<file path="src/rtl/decode_stage.sv">
// Decode stage for the 16-bit naiveCPU ISA: valid/ready in, registered decoded bundle out.
// A one-entry skid buffer keeps in_ready a pure register; flush kills everything held.
module decode_stage #(
  parameter int unsigned REG_W = 4,
  parameter int unsigned IMM_W = 16,
  parameter int unsigned OP_W  = 4
) (
  input  logic             clk,
  input  logic             rst,
  input  logic             flush,
  input  logic             in_valid,
  output logic             in_ready,
  input  logic [15:0]      instr,
  output logic             out_valid,
  input  logic             out_ready,
  output logic [OP_W-1:0]  operator,
  output logic [REG_W-1:0] reg_a,
  output logic [REG_W-1:0] reg_b,
  output logic [REG_W-1:0] reg_d,
  output logic             wr_en,
  output logic [IMM_W-1:0] imm,
  output logic             illegal
);

  localparam int unsigned BW = OP_W + 3 * REG_W + IMM_W + 2;

  logic [4:0]       op;
  logic [REG_W-1:0] rx, ry, rz;
  logic [OP_W-1:0]  dec_op;
  logic [REG_W-1:0] dec_a, dec_b, dec_d;
  logic [IMM_W-1:0] dec_imm;
  logic             dec_wr, dec_ill;
  logic [BW-1:0]    dec_bus;

  assign op = instr[15:11];
  assign rx = REG_W'(instr[10:8]);
  assign ry = REG_W'(instr[7:5]);
  assign rz = REG_W'(instr[4:2]);

  always_comb begin
    dec_op  = '0;
    dec_a   = '0;
    dec_b   = '0;
    dec_d   = '0;
    dec_imm = '0;
    dec_wr  = 1'b0;
    dec_ill = 1'b0;
    case (op)
      5'b00001: dec_op = OP_W'(4'd0);
      5'b11100: begin
        // Only funct 01 (ADDU) and 11 (SUBU) are defined.
        if (instr[0]) begin
          dec_op = instr[1] ? OP_W'(4'd2) : OP_W'(4'd1);
          dec_a  = rx;
          dec_b  = ry;
          dec_d  = rz;
          dec_wr = 1'b1;
        end else begin
          dec_op  = OP_W'(4'd15);
          dec_ill = 1'b1;
        end
      end
      5'b01001: begin
        dec_op  = OP_W'(4'd3);
        dec_a   = rx;
        dec_d   = rx;
        dec_imm = IMM_W'($signed(instr[7:0]));
        dec_wr  = 1'b1;
      end
      5'b01101: begin
        dec_op  = OP_W'(4'd4);
        dec_d   = rx;
        dec_imm = IMM_W'(instr[7:0]);
        dec_wr  = 1'b1;
      end
      5'b10011: begin
        dec_op  = OP_W'(4'd5);
        dec_a   = rx;
        dec_d   = ry;
        dec_imm = IMM_W'($signed(instr[4:0]));
        dec_wr  = 1'b1;
      end
      5'b11011: begin
        dec_op  = OP_W'(4'd6);
        dec_a   = rx;
        dec_b   = ry;
        dec_imm = IMM_W'($signed(instr[4:0]));
      end
      5'b00010: begin
        dec_op  = OP_W'(4'd7);
        dec_imm = IMM_W'($signed(instr[10:0]));
      end
      5'b00100: begin
        dec_op  = OP_W'(4'd8);
        dec_a   = rx;
        dec_imm = IMM_W'($signed(instr[7:0]));
      end
      default: begin
        dec_op  = OP_W'(4'd15);
        dec_ill = 1'b1;
      end
    endcase
  end

  assign dec_bus = {dec_op, dec_a, dec_b, dec_d, dec_imm, dec_wr, dec_ill};

  logic [BW-1:0] out_q, out_d, skid_q, skid_d;
  logic          out_valid_q, out_valid_d;
  logic          skid_full_q, skid_full_d;
  logic          in_ready_q, in_ready_d;
  logic          accept, out_free;

  assign accept   = in_valid & in_ready_q;
  assign out_free = ~out_valid_q | out_ready;

  always_comb begin
    out_d       = out_q;
    skid_d      = skid_q;
    out_valid_d = out_valid_q;
    skid_full_d = skid_full_q;
    if (flush) begin
      out_valid_d = 1'b0;
      skid_full_d = 1'b0;
    end else if (out_free) begin
      // Skid holds the older instruction, so it drains first.
      if (skid_full_q) begin
        out_d       = skid_q;
        out_valid_d = 1'b1;
        skid_full_d = 1'b0;
      end else if (accept) begin
        out_d       = dec_bus;
        out_valid_d = 1'b1;
      end else begin
        out_valid_d = 1'b0;
      end
    end else if (accept) begin
      skid_d      = dec_bus;
      skid_full_d = 1'b1;
    end
    in_ready_d = ~skid_full_d;
  end

  always_ff @(posedge clk or negedge rst) begin
    if (!rst) begin
      out_q       <= '0;
      skid_q      <= '0;
      out_valid_q <= 1'b0;
      skid_full_q <= 1'b0;
      in_ready_q  <= 1'b1;
    end else begin
      out_q       <= out_d;
      skid_q      <= skid_d;
      out_valid_q <= out_valid_d;
      skid_full_q <= skid_full_d;
      in_ready_q  <= in_ready_d;
    end
  end

  assign in_ready  = in_ready_q;
  assign out_valid = out_valid_q;
  assign {operator, reg_a, reg_b, reg_d, imm, wr_en, illegal} = out_q;

endmodule
</file>
<file path="config.mk">
export PLATFORM = sky130hd
export DESIGN_NAME = decode_stage
export DESIGN_NICKNAME = d
export VERILOG_FILES = /design/src/rtl/decode_stage.sv
export SDC_FILE = /design/constraint.sdc
export NUM_CORES = 1
export LEC_CHECK = 0
export ABC_AREA = 1
export ABC_CLOCK_PERIOD_IN_PS = 1500
export CAP_MARGIN = 20
export CELL_PAD_IN_SITES_DETAIL_PLACEMENT = 1
export CELL_PAD_IN_SITES_GLOBAL_PLACEMENT = 1
export CORE_MARGIN = 4
export CORE_UTILIZATION = 30
export CTS_BUF_LIST = sky130_fd_sc_hd__clkbuf_4 sky130_fd_sc_hd__clkbuf_8
export DETAILED_ROUTE_END_ITERATION = 10
export MAX_ROUTING_LAYER = met4
export PLACE_DENSITY_LB_ADDON = 0.1
export SYNTH_ARGS = -nofsm -noshare
export SYNTH_HDL_FRONTEND = slang
export SYNTH_SLANG_ARGS = --single-unit
</file>
<file path="constraint.sdc">
create_clock -name clk -period 1.5 [get_ports clk]
set_input_delay 0.225 -clock clk [delete_from_list [all_inputs] [get_ports clk]]
set_output_delay 0.225 -clock clk [all_outputs]
set_load 0.01 [all_outputs]
</file>
==> results.md <==
* Status: finished clean
* Area leader, netlist: dfrtp_1
* RD Place Congestion at 0.829
* Syn-to-layout area delta at 34.4%
* DR vias/cell at roughly 4.7
* Fin util at 0.421
* Final period utilization at 0.960
* Count leader, synth: nand2_1
* Max Buffers Root-to-Sink at 2
* Max-cap violations at 0
* Largest net degree at the start of global routing at 56
* Standard-cell rows at 36
* # setup viols final at 0
* Antenna violations before repair at 0
* H-tree Lvls at 2
* Clk slew on worst S/H paths at 0.10 ns
* Layout cells sized above 1 at 0.211
* Peak supply drop at 0.000370 V
* Critical path buffers and inverters at 1
* Req. time, crit path at 1.27 ns
* Post-synth top cells: nand2_1, dfrtp_1, nand3_1, inv_1, nor2_1
* Crit. End Element: output pin
* PwrDens at 887 mW/mm²
* Overall Global Routing Usage at 0.173
* TritonCTS clock tree: built
* Post-synthesis sequential area ratio at 0.442
* Core ar. at 0.00995 mm²
* Non-Filler Instances at 627
* First-pass GRT wire length at 15.9 mm
* Layout fillers at 1235
* # DRC at 0
* Post-route minimum period at 1.44 ns
* Fin. Hold Viols at 0
* DRT antenna net count at 0
* GRT overflow at 0
* Post-synth cell types at 31
* Die footprint at 0.0121 mm²
* Async S/R FF share, synth at 1.00
* Fmax at 694 MHz
* Num CTS Buffers at 5
* Top cells by area, synth: dfrtp_1, nand2_1, nand3_1
* Register area at 0.00138 mm²
* Final Slew Violations at 0
* Clock Skew at 0.0126 ns
* CP startpoint kind: flop
* Slowest stage delay, CP at 0.55 ns
* Later-pin clock latency in the skew report at 0.31 ns
* Syn Area/Cell at 7.53 µm²
* Lkg Pwr at 2.19 nW
* Fin nets at ~500
* Post-Route WL at 9.50 mm
* Num ports at 57
* Die span in y at 110 µm
* Slowest-stage cell, CP: clkdlybuf4s50_1
* Area share of the largest cell type after synthesis at 0.433
* Ys Warns at 0
* Top_reg_cell synth: dfrtp_1
* DRT iter0 DRCs at about 130
* EDFF count, synth at 0
* RSZ-0062 raised after global routing: yes
* Starting Density at 0.313
* CP Cell Sequence: clkdlybuf4s50_1
* Worst setup margin at slightly below 0.06 ns
* Pre-CTS WS at -0.492 ns
* DR pass1 iterations at 6
* Input/output buffers at 53
* WL/cell at about 15 µm
* Crit Path Category: flop to output pin
* Die width at 110 µm
* Clock root cell: clkbuf_8
* Crit-path leading delay family: buffers and inverters
* Vias in the first global route at 3094
* N_diodes at 0
* Data arrival, critical path at 1.22 ns
* Multi-input logic area at 0.00150 mm²
* Yosys reg bits at between 50 and 60
* Synth Instances at ~410
* Post-synthesis cell area at 0.00312 mm²
* # clock sinks at 55
* Critical Path Fanout Max at 2
* Vias at between 2000 and 3000
* Inst Count DP at 612
* Hold Path Class: primary input to async pin
* Hpwl dp at 6.86 mm
==> final timing paths <==
| check | from | end | slack, ns | depth (start not counted) |
|---|---|---|---|---|
| min in group clk | out_q[10]$_DFFE_PN0P_ | out_q[10]$_DFFE_PN0P_ | 0.49 | 2 |
| hold reg to reg | out_q[10]$_DFFE_PN0P_ | out_q[10]$_DFFE_PN0P_ | 0.49 | 2 |
| max in group asynchronous | rst | in_ready$_DFF_PN1_ | 0.76 | 3 |
| hold / removal | rst | out_q[24]$_DFFE_PN0P_ | 0.43 | 3 |
| setup / recovery | out_q[0]$_DFFE_PN0P_ | illegal | 0.06 | 1 |
| setup reg to reg | in_ready$_DFF_PN1_ | out_q[4]$_DFFE_PN0P_ | 0.11 | 6 |
==> final cells by class <==
cell class              instances  share of cell area
well taps                     133              0.0397
clock buffers                   6              0.0182
flip-flops and latches         55               0.329
repair buffers                 94               0.223
inverters                      34              0.0305
clock inverters                 2             0.00299
multi-input cells             303               0.357
==> flip-flops by register name (all words and copies together) (netlist names) <==
| signal | cells |
|---|---|
| out_valid | 1 |
| skid_full_q | 1 |
| in_ready | 1 |
| skid_q | 26 |
| out_q | 26 |
==> what timing repair did <==
action	4_1_cts	5_1_grt
hold buffers	1	0
endpoints found under the setup margin	41	18
buffers inserted	3	2
endpoints found under the hold margin	54	0
gates cloned	0	1
gates resized for setup	19	11
pin swaps	1	1
==> per-layer routing <==
layer	routed length (µm)	GRT usage	vias to the layer above
met2	4670	0.285	45
met3	291	0.0252	8
li1	-	-	1453
met4	103	0.0374	0
met1	4440	0.228	1436
met5	0	-	-
==> report_power, final <==
part	internal, mW	switching (mW)
clock	0.347	0.505
combinational	0.500	0.527
sequential	1.72	0.115
==> logic make-up (layout without fill, tap and decap cells) <==
family,Yosys count,after routing,synth area share
other cells,1,3,0.00120
flops,55,55,0.442
buf+inv,58,136,0.0939
compound gates,57,57,0.102
simple gates,243,243,0.362
==> cell usage in the layout (no fill, tap or decap), types with 5 or more instances in the layout <==
cell,count
clkbuf_8,5
nand3_2,5
nor2_2,9
o21ai_1,12
nand3_1,31
dlymetal6s2s_1,6
o21ai_0,13
nor2_1,30
dlygate4sd2_1,12
nor2_4,9
a21oi_1,17
dfrtp_1,53
buf_12,6
clkdlybuf4s50_1,34
or2_2,8
a31oi_1,5
buf_4,32
nand2_1,137
inv_1,30
nand2_2,8
==> through the flow <==
stage	setup TNS, ns	instance area (µm²)	hold WS, ns	power [mW]
global route	-0.0153	4190	0.459	3.99
global placement	-16.82	3960	0.256	2.86
floorplan	0	3130	-0.0706	2.39
CTS	0	4110	0.458	3.77
finish	0	4190	0.425	3.71
detailed placement	-18.78	3960	0.259	2.90
Power figures use the tool's default switching activity.
